===== src/rtl/vec_csr_pkg.sv =====
// Shared types, encodings and CSR addresses for the vector configuration/CSR unit.
// Imported by vec_vlmax_calc, vec_csr_unit and the bench.
package vec_csr_pkg;

  typedef enum logic [2:0] {
    VSETVLI  = 3'd0,
    VSETIVLI = 3'd1,
    VSETVL   = 3'd2,
    CSRRW    = 3'd3,
    CSRRS    = 3'd4,
    CSRRC    = 3'd5
  } op_e;

  typedef enum logic [1:0] {
    ST_IDLE = 2'd0,
    ST_EXEC = 2'd1,
    ST_RESP = 2'd2
  } state_e;

  localparam logic [11:0] CSR_VSTART = 12'h008;
  localparam logic [11:0] CSR_VXSAT  = 12'h009;
  localparam logic [11:0] CSR_VXRM   = 12'h00A;
  localparam logic [11:0] CSR_VCSR   = 12'h00F;
  localparam logic [11:0] CSR_VL     = 12'hC20;
  localparam logic [11:0] CSR_VTYPE  = 12'hC21;
  localparam logic [11:0] CSR_VLENB  = 12'hC22;

  localparam logic [2:0] SEW_8  = 3'd0;
  localparam logic [2:0] SEW_16 = 3'd1;
  localparam logic [2:0] SEW_32 = 3'd2;
  localparam logic [2:0] SEW_64 = 3'd3;

  localparam logic [2:0] LMUL_1    = 3'd0;
  localparam logic [2:0] LMUL_2    = 3'd1;
  localparam logic [2:0] LMUL_4    = 3'd2;
  localparam logic [2:0] LMUL_8    = 3'd3;
  localparam logic [2:0] LMUL_RSVD = 3'd4;
  localparam logic [2:0] LMUL_F8   = 3'd5;
  localparam logic [2:0] LMUL_F4   = 3'd6;
  localparam logic [2:0] LMUL_F2   = 3'd7;

  // reserved is a single flag: set when any reserved vtype bit was nonzero.
  typedef struct packed {
    logic       vill;
    logic       reserved;
    logic       vma;
    logic       vta;
    logic [2:0] vsew;
    logic [2:0] vlmul;
  } vtype_t;

  localparam vtype_t VTYPE_ILL = '{vill: 1'b1, default: '0};

endpackage


===== src/rtl/vec_vlmax_calc.sv =====
// Combinational map from (vsew, vlmul, reserved-bit flag) to VLMAX and vill.
// vlmax is forced to zero whenever the vtype is illegal.
module vec_vlmax_calc
  import vec_csr_pkg::*;
#(
  parameter int XLEN = 32,
  parameter int VLEN = 128,
  parameter int ELEN = 32
) (
  input  logic [2:0]      vsew_i,
  input  logic [2:0]      vlmul_i,
  input  logic            rsvd_i,
  output logic [XLEN-1:0] vlmax_o,
  output logic            vill_o
);

  logic [31:0]     sew_bits;
  logic [31:0]     elen_frac;
  logic [2:0]      frac_sh;
  logic [XLEN-1:0] base;

  always_comb begin
    sew_bits  = 32'd8 << vsew_i;
    // Fractional LMUL 1/2^k is encoded as 8-k; 3-bit wraparound yields k.
    frac_sh   = 3'd0 - vlmul_i;
    elen_frac = 32'(ELEN) >> frac_sh;

    vill_o = rsvd_i
          || vsew_i[2]
          || (sew_bits > 32'(ELEN))
          || (vlmul_i == LMUL_RSVD)
          || (vlmul_i[2] && (sew_bits > elen_frac));

    base = XLEN'(VLEN) >> ({1'b0, vsew_i} + 4'd3);
    if (vlmul_i[2]) vlmax_o = base >> frac_sh;
    else            vlmax_o = base << vlmul_i[1:0];
    if (vill_o) vlmax_o = '0;
  end

endmodule


===== src/rtl/vec_csr_unit.sv =====
// Vector configuration/CSR unit: vset{i}vl{i} and Zicsr access to the vector CSRs.
// Request accepted in IDLE, state commits leaving EXEC, response pulse follows RESP.
module vec_csr_unit
  import vec_csr_pkg::*;
#(
  parameter int XLEN = 32,
  parameter int VLEN = 128,
  parameter int ELEN = 32
) (
  input  logic            clk,
  input  logic            rst,
  input  logic            req_valid,
  output logic            req_ready,
  input  logic [2:0]      req_op,
  input  logic [4:0]      req_rd_addr,
  input  logic [4:0]      req_rs1_addr,
  input  logic [XLEN-1:0] req_rs1_data,
  input  logic [XLEN-1:0] req_rs2_data,
  input  logic [10:0]     req_zimm,
  input  logic [11:0]     req_csr_addr,
  output logic            resp_valid,
  output logic [XLEN-1:0] resp_data,
  output logic            resp_illegal,
  input  logic            vstart_set,
  input  logic [XLEN-1:0] vstart_wdata,
  input  logic            vstart_clr,
  input  logic            vxsat_set,
  output logic [XLEN-1:0] vl,
  output logic [XLEN-1:0] vlmax,
  output logic [2:0]      vsew,
  output logic [2:0]      vlmul,
  output logic            vta,
  output logic            vma,
  output logic            vill,
  output logic [XLEN-1:0] vstart,
  output logic [1:0]      vxrm,
  output logic            vxsat
);

  localparam int VSTART_W = $clog2(VLEN);

  state_e                state_q;
  op_e                   op_q;
  logic                  rd_nz_q;
  logic [4:0]            rs1_addr_q;
  logic [XLEN-1:0]       rs1_data_q, rs2_data_q;
  logic [10:0]           zimm_q;
  logic [11:0]           csr_addr_q;

  logic [XLEN-1:0]       vl_q, vlmax_q;
  vtype_t                vtype_q;
  logic [VSTART_W-1:0]   vstart_q;
  logic [1:0]            vxrm_q;
  logic                  vxsat_q;
  logic                  resp_valid_q, resp_illegal_q;
  logic [XLEN-1:0]       resp_data_q;

  vtype_t                cand;
  logic [XLEN-1:0]       cand_vlmax, avl, vl_d;
  logic                  cand_vill;
  logic                  is_vset, is_csr;
  logic [XLEN-1:0]       csr_old, csr_wdata;
  logic                  csr_known, csr_ro, csr_we, csr_illegal;

  // NOTE: payload registers are only read while state_q qualifies them, so they carry no reset.
  always_ff @(posedge clk) begin
    if (req_valid && req_ready) begin
      op_q       <= op_e'(req_op);
      rd_nz_q    <= (req_rd_addr != 5'd0);
      rs1_addr_q <= req_rs1_addr;
      rs1_data_q <= req_rs1_data;
      rs2_data_q <= req_rs2_data;
      zimm_q     <= req_zimm;
      csr_addr_q <= req_csr_addr;
    end
  end

  // NOTE: every variable written here gets a default first so no latch is inferred.
  always_comb begin
    cand = '0;
    if (op_q == VSETVL) begin
      {cand.vma, cand.vta, cand.vsew, cand.vlmul} = rs2_data_q[7:0];
      cand.reserved = |rs2_data_q[XLEN-1:8];
    end else begin
      {cand.vma, cand.vta, cand.vsew, cand.vlmul} = zimm_q[7:0];
      cand.reserved = |zimm_q[10:8];
    end
  end

  vec_vlmax_calc #(.XLEN(XLEN), .VLEN(VLEN), .ELEN(ELEN)) u_vlmax_calc (
    .vsew_i  (cand.vsew),
    .vlmul_i (cand.vlmul),
    .rsvd_i  (cand.reserved),
    .vlmax_o (cand_vlmax),
    .vill_o  (cand_vill)
  );

  always_comb begin
    is_vset = (op_q == VSETVLI) || (op_q == VSETIVLI) || (op_q == VSETVL);
    is_csr  = (op_q == CSRRW) || (op_q == CSRRS) || (op_q == CSRRC);

    // rs1=x0 with rd=x0 keeps the old vl, clipped to the new VLMAX.
    if (op_q == VSETIVLI)        avl = XLEN'(rs1_addr_q);
    else if (rs1_addr_q != 5'd0) avl = rs1_data_q;
    else if (rd_nz_q)            avl = '1;
    else                         avl = vl_q;

    if (cand_vill)               vl_d = '0;
    else if (avl < cand_vlmax)   vl_d = avl;
    else                         vl_d = cand_vlmax;

    csr_known = 1'b1;
    csr_ro    = 1'b0;
    csr_old   = '0;
    case (csr_addr_q)
      CSR_VSTART: csr_old = XLEN'(vstart_q);
      CSR_VXSAT:  csr_old = XLEN'(vxsat_q);
      CSR_VXRM:   csr_old = XLEN'(vxrm_q);
      CSR_VCSR:   csr_old = XLEN'({vxrm_q, vxsat_q});
      CSR_VL:     begin csr_old = vl_q; csr_ro = 1'b1; end
      CSR_VTYPE:  begin csr_old = {vtype_q.vill, {(XLEN-10){1'b0}}, vtype_q[8:0]}; csr_ro = 1'b1; end
      CSR_VLENB:  begin csr_old = XLEN'(VLEN / 8); csr_ro = 1'b1; end
      default:    csr_known = 1'b0;
    endcase

    case (op_q)
      CSRRS:   csr_wdata = csr_old | rs1_data_q;
      CSRRC:   csr_wdata = csr_old & ~rs1_data_q;
      default: csr_wdata = rs1_data_q;
    endcase

    csr_we      = (op_q == CSRRW) || (rs1_addr_q != 5'd0);
    csr_illegal = !is_csr || !csr_known || (csr_ro && csr_we);
  end

  // NOTE: sequential state uses non-blocking assignments; later assignments in this
  // block override earlier ones, which encodes the CSR-write > set > clear priority.
  always_ff @(posedge clk) begin
    if (rst) begin
      state_q        <= ST_IDLE;
      vl_q           <= '0;
      vlmax_q        <= '0;
      vtype_q        <= VTYPE_ILL;
      vstart_q       <= '0;
      vxrm_q         <= '0;
      vxsat_q        <= 1'b0;
      resp_valid_q   <= 1'b0;
      resp_data_q    <= '0;
      resp_illegal_q <= 1'b0;
    end else begin
      resp_valid_q <= 1'b0;
      if (vstart_clr) vstart_q <= '0;
      if (vstart_set) vstart_q <= vstart_wdata[VSTART_W-1:0];
      if (vxsat_set)  vxsat_q  <= 1'b1;

      case (state_q)
        ST_IDLE: if (req_valid) state_q <= ST_EXEC;
        ST_EXEC: begin
          state_q <= ST_RESP;
          if (is_vset) begin
            vl_q           <= vl_d;
            vlmax_q        <= cand_vlmax;
            vtype_q        <= cand_vill ? VTYPE_ILL
                              : '{vill: 1'b0, reserved: 1'b0, vma: cand.vma, vta: cand.vta,
                                  vsew: cand.vsew, vlmul: cand.vlmul};
            vstart_q       <= '0;
            resp_data_q    <= vl_d;
            resp_illegal_q <= 1'b0;
          end else if (csr_illegal) begin
            resp_data_q    <= '0;
            resp_illegal_q <= 1'b1;
          end else begin
            resp_data_q    <= csr_old;
            resp_illegal_q <= 1'b0;
            if (csr_we) begin
              case (csr_addr_q)
                CSR_VSTART: vstart_q <= csr_wdata[VSTART_W-1:0];
                CSR_VXSAT:  vxsat_q  <= csr_wdata[0];
                CSR_VXRM:   vxrm_q   <= csr_wdata[1:0];
                CSR_VCSR:   begin vxrm_q <= csr_wdata[2:1]; vxsat_q <= csr_wdata[0]; end
                default:    ;
              endcase
            end
          end
        end
        ST_RESP: begin
          state_q      <= ST_IDLE;
          resp_valid_q <= 1'b1;
        end
        default: state_q <= ST_IDLE;
      endcase
    end
  end

  logic unused_bits;
  assign unused_bits = ^{vstart_wdata[XLEN-1:VSTART_W], csr_wdata[XLEN-1:VSTART_W], cand.vill};

  assign req_ready    = (state_q == ST_IDLE);
  assign resp_valid   = resp_valid_q;
  assign resp_data    = resp_data_q;
  assign resp_illegal = resp_illegal_q;
  assign vl           = vl_q;
  assign vlmax        = vlmax_q;
  assign vsew         = vtype_q.vsew;
  assign vlmul        = vtype_q.vlmul;
  assign vta          = vtype_q.vta;
  assign vma          = vtype_q.vma;
  assign vill         = vtype_q.vill;
  assign vstart       = XLEN'(vstart_q);
  assign vxrm         = vxrm_q;
  assign vxsat        = vxsat_q;

endmodule


===== config.mk =====
export PLATFORM = sky130hd
export DESIGN_NAME = vec_csr_unit
export DESIGN_NICKNAME = d
export VERILOG_FILES = /design/src/rtl/vec_csr_pkg.sv /design/src/rtl/vec_vlmax_calc.sv /design/src/rtl/vec_csr_unit.sv
export SDC_FILE = /design/constraint.sdc
export NUM_CORES = 1
export LEC_CHECK = 0
export ABC_AREA = 1
export CORE_MARGIN = 1
export CORE_UTILIZATION = 45
export CTS_BUF_LIST = sky130_fd_sc_hd__clkbuf_16
export DETAILED_ROUTE_END_ITERATION = 10
export PLACE_DENSITY = 0.74
export SETUP_SLACK_MARGIN = 0.02
export SYNTH_ARGS = -nofsm -noshare
export SYNTH_HDL_FRONTEND = slang
export SYNTH_HIERARCHICAL = 1
export SYNTH_SLANG_ARGS = --single-unit
export TNS_END_PERCENT = 30

===== constraint.sdc =====
create_clock -name clk -period 11.4 [get_ports clk]
set_input_delay 2.28 -clock clk [delete_from_list [all_inputs] [get_ports clk]]
set_output_delay 2.28 -clock clk [all_outputs]
set_load 0.03 [all_outputs]

Word-level counts from Yosys, hierarchy flattened

Index checks and enable logic that the tools add are counted.

Div/mod/pow operators: 0
Reductions and logical operators: 28
Bitwise gates (word level): 5
Add/subtract/negate cells: 2
Equal/unequal tests: 16
Muxes and demuxes: 34
Shift-type cells: 5
$lt $le $gt $ge: 3
Multiply operators: 0

Operators by type and width:

| cell                                                            | number |
|---|---|
| two-way mux 32 bit                                              | 9 |
| one-hot mux 32 bit (7 select lines)                             | 1 |
| two-way mux 7 bit                                               | 7 |
| equality test 12 x 4 -> 1 bit (second input constant)           | 4 |
| equality test 12 bit (second input constant)                    | 3 |
| greater-than comparator 32 bit                                  | 1 |
| greater-than comparator 32 x 6 -> 1 bit (second input constant) | 1 |
| less-than comparator 32 bit                                     | 1 |
| << shifter 32 x 2 -> 32 bit                                     | 1 |
| << shifter 4 x 3 -> 32 bit (first input constant)               | 1 |
| right shift 32 x 3 -> 32 bit                                    | 1 |
| right shift 6 x 3 -> 32 bit (first input constant)              | 1 |
| right shift 8 x 4 -> 32 bit (first input constant)              | 1 |
| OR reduction 24 bit                                             | 1 |
| one-hot mux 7 bit (2 select lines)                              | 1 |
| logical OR 1 bit                                                | 11 |
| two-way mux 1 bit                                               | 11 |
| two-way mux 10 bit                                              | 1 |
| nonzero test 5 bit                                              | 2 |
| equality test 3 bit (second input constant)                     | 3 |
| two-way mux 9 bit                                               | 1 |
| one-hot mux 2 bit (2 select lines)                              | 2 |
| bitwise AND 7 bit                                               | 1 |
| NOT 7 bit                                                       | 1 |
| 20 further kinds                                                | 26 |

Output and inout port bits: 143
Memory bits (read-only): 0
Input port bits: 138
Memories kept: 0
Word-level logic and storage cells: 115
Latch bits: 0
RAM bits: 0
Flip-flop bits (word level): 216

Longest topological paths before layout

Word-level depth: 12
Mapped depth: 34
Mapped depth without buffers: 32

By module

The synthesis kept the hierarchy.

By module, submodules not included:

| module         | cells an instance | sequential area each (µm²) | times used | area an instance (µm²) |
|---|---|---|---|---|
| vec_csr_unit   | 1130              | 5265.0                     | 1          | 10426.2 |
| vec_vlmax_calc | 142               | 0.0                        | 1          | 777.0 |

Worst setup path after synthesis

Ideal clock, no wire load.

Path kind: input to register
Start: input req_valid
End: register csr_addr_q[0], enable pin
Slack: 1.930 ns
Data required time: 10.731 ns
Stages: 2
Path buffers: 0
Library setup time: 0.669 ns
Arrival: 8.801 ns
Cell sequence: inv_1 nor3_1

Longest elaborated chain between the ends: 1

RTL lines:

| what                 | RTL line           | text |
|---|---|---|
| start, declared      | vec_csr_unit.sv:12 | `input logic req_valid,` |
| logical AND 1 bit    | vec_csr_unit.sv:67 | `if (req_valid && req_ready) begin` |
| end signal, assigned | vec_csr_unit.sv:74 | `csr_addr_q <= req_csr_addr;` |
| end, declared        | vec_csr_unit.sv:48 | `logic [11:0] csr_addr_q;` |

No other way between the ends.
A chain may end at the register's enable or synchronous reset.

==> results.md <==
* Std cell rows at 57
* Worst EP required at around 12 ns
* Starting DRT DRC Count at roughly 600
* Largest net degree at the start of global routing at 67
* Placed Area at around 13000 um^2
* LEAKAGE at ~0.0054 uW
* Final period util at 0.530
* Clock transition at path regs at roughly 0.06 ns
* Post-route DRC at 0
* Initial Utilization at 0.459
* Clk_lat worst skew at 0.52 ns
* Clk_skew at 0.0102 ns
* Slew Limit Headroom at 0.217
* Fillers at 2178
* Final HPWL DP at around 22000 um
* P&R area growth vs syn at 27.3%
* Largest area contributor in the netlist: edfxtp_1
* # resized after CTS at 0
* Critical path destination: resp_data[1]
* ANT cells at 0
* Pwr/cell area at around 130 nW/um^2
* Non-Filler Instances at around 1800
* Final slew viol count at 0
* Hold WC Path Type: register to register
* Die Ht at approximately 160 um
* Die footprint at 25500 um^2
* Sink Count at approximately 220
* FFs w/ async S/R, synth at 0
* Postcts setup bufs at 0
* Unique masters post-synth at 54
* Initial antenna violation count at 1
* Post-synthesis sequential area ratio at 0.470
* MaxCap Viol Count at 0
* Routed WL at just over 30000 um
* FF+latch count, synth at ~220
* First-pass DRT Iterations at 5
* RSZ-0062 raised after global routing: no
* Fmax at ~170 MHz
* Synthesized area at around 11000 um^2
* Worst Setup End Kind: register
* Die Width at 160 um
* Routed len/inst at between 15 and 20 um
* Hold_buf cts at 0
* Startpoint of the worst register-to-register path: op_q[0]
* Most used cell, CP: nand2_1
* Dpl cells at between 1500 and 2000
* Min Hold Slack at approximately 0.5 ns
* Hold depth at 2
* Grt ovf at 0
* Total global-route track usage at 0.241
* Top post-synthesis cells by area: edfxtp_1 (26%), dfxtp_1 (21%), nand2_1 (6.7%), a21oi_1 (5.3%), ha_1 (4.7%)
* Crit path arrival time at 6.49 ns
* R2R Setup Slk at 5.36 ns
* Post-synth EDFFs at 96
* Critical Path Source Type: register
* Final GP Congestion at ~0.91
* Share of layout cells above drive strength 1 at 0.111
* Clock Root Buffer: clkbuf_16
* Worst Tran Pin Value at between 1 and 1.5 ns
* Vias at between 9000 and 10000
* Cts bufs inserted at 25
* Final instance area at 14300 um^2
* Final Total Pwr at around 1900 uW
* Status: completed
* Final Net Count at roughly 1700
* Core area at 24400 um^2
* Worst-path cell with the longest stage delay: o21bai_1
* Reg2reg path depth at 29
* Number of global-route vias before repair at 9094
* PortBufs at between 200 and 250
* I/O pins at approximately 280
* Worst Path Max Fanout at 33
* CTS H-tree lvls at 1
* Final hold vios at 0
* Tmin final at 6.04 ns
* Worst setup startpoint: op_q[0]
* TritonCTS clock tree: built
* Mean area per synthesized cell at slightly below 9 um^2
* Vias per cell at approximately 5.2
* Post-Synthesis Cells at 1272
* Antenna violation net count after detailed routing at 0
* Syn. warnings at 6
* CP max stage delay at slightly below 0.5 ns
* Setup Viol. Count Final at 0
* Ys flop type: dfxtp_1
* Peak supply drop at 0.128 mV
* First-pass GRT wire length at ~50000 um
* Yosys top cell area share at 0.257
* Worst Path Class, Setup: register to register
* Capturing point of the worst reg2reg path: resp_data[1]
* Setup TNS at 0 ns
* Clk buf depth at 3
==> layer usage <==
layer  track usage  vias up  part of all wire
met5             0        -           0.00042
met4        0.0706        2             0.024
met3        0.0421       56             0.075
met2         0.406      372              0.46
met1         0.318     4385              0.44
li1              -     4669                 -
==> registers in the layout, indices dropped and copies added, names as in the netlist <==
register	flops
vlmax	32
rs1_data_q	32
vsew	3
vl	32
vstart_q	7
op_q	3
resp_illegal	1
vlmul	3
rd_nz_q	1
zimm_q	11
vma	1
rs1_addr_q	5
vta	1
rs2_data_q	32
csr_addr_q	12
vill	1
resp_data	32
vxsat	1
resp_valid	1
vxrm	2
state_q	2
==> cell type report <==
| cell class | count | area, um^2 | area share |
|---|---|---|---|
| sequential | 215 | 5270 | 0.369 |
| multi-input combinational | 856 | 4880 | 0.342 |
| timing repair buffer | 242 | 2390 | 0.168 |
| clock buffer | 25 | 626 | 0.0439 |
| inverter | 142 | 541 | 0.0379 |
| tap | 324 | 405 | 0.0284 |
| clock inverter | 21 | 156 | 0.0110 |
==> how the worst min path moves through the flow <==
stage                           from  slack [ns]    endpoint
final                       vlmul[2]        0.49    vlmul[2]
after CTS                   vlmul[2]        0.50    vlmul[2]
after floorplan           state_q[1]        0.44  state_q[0]
after global routing        vlmul[1]        0.51    vlmul[1]
after global placement       vsew[1]        0.48     vsew[1]
after detailed placement    vlmul[2]        0.49    vlmul[2]
==> metrics by stage <==
stage	setup WS [ns]	util
3_5_place_dp	5.48	0.553
3_3_place_gp	5.53	0.553
5_1_grt	4.58	0.585
6_report	5.36	0.585
4_1_cts	5.39	0.585
2_1_floorplan	1.93	-
==> cells in the final DEF (no fill, tap or decap), types with 42 or more instances in the layout <==
master           netlist  routed
o21ai_0               76      76
nand3_1               84      84
nor2_1                77      76
clkdlybuf4s50_1        0     229
ha_1                  42      42
a21oi_1              118     118
nand2_1              200     199
conb_1                 2      49
dfxtp_1              119     119
edfxtp_1              96      96
inv_1                128     135
==> Yosys cell counts, drive strengths merged (20+ instances only) <==
| library cell | count |
|---|---|
| inv | 140 |
| a21oi | 140 |
| nand4 | 20 |
| nand2 | 210 |
| buf | 72 |
| ha | 42 |
| clkbuf | 32 |
| dfxtp | 119 |
| a22oi | 33 |
| edfxtp | 96 |
| nand3 | 109 |
| o21ai | 83 |
| nor3 | 46 |
| nor2 | 86 |
==> kinds of logic after synthesis <==
family,Yosys count,synth area share
buffers and inverters,248,0.112
AO/OA/AOI/OAI,279,0.156
adder cells (fa/ha/maj),42,0.0469
flip-flops,215,0.470
AND/OR/NAND/NOR,486,0.214
other,2,0.000670
==> critical path, delay by kind of cell (launching register included) <==
| family | cells | cell delay [ns] |
|---|---|---|
| flops | 1 | 0.48 |
| simple gates | 15 | 2.31 |
| buf+inv | 5 | 1.05 |
| fa+ha+maj | 4 | 1.07 |
| compound gates | 5 | 1.04 |
==> power breakdown <==
part           internal [uW]  switching [uW]
clock network            444             314
logic                   99.1             170
registers                840            14.4
Power figures use the tool's default switching activity.
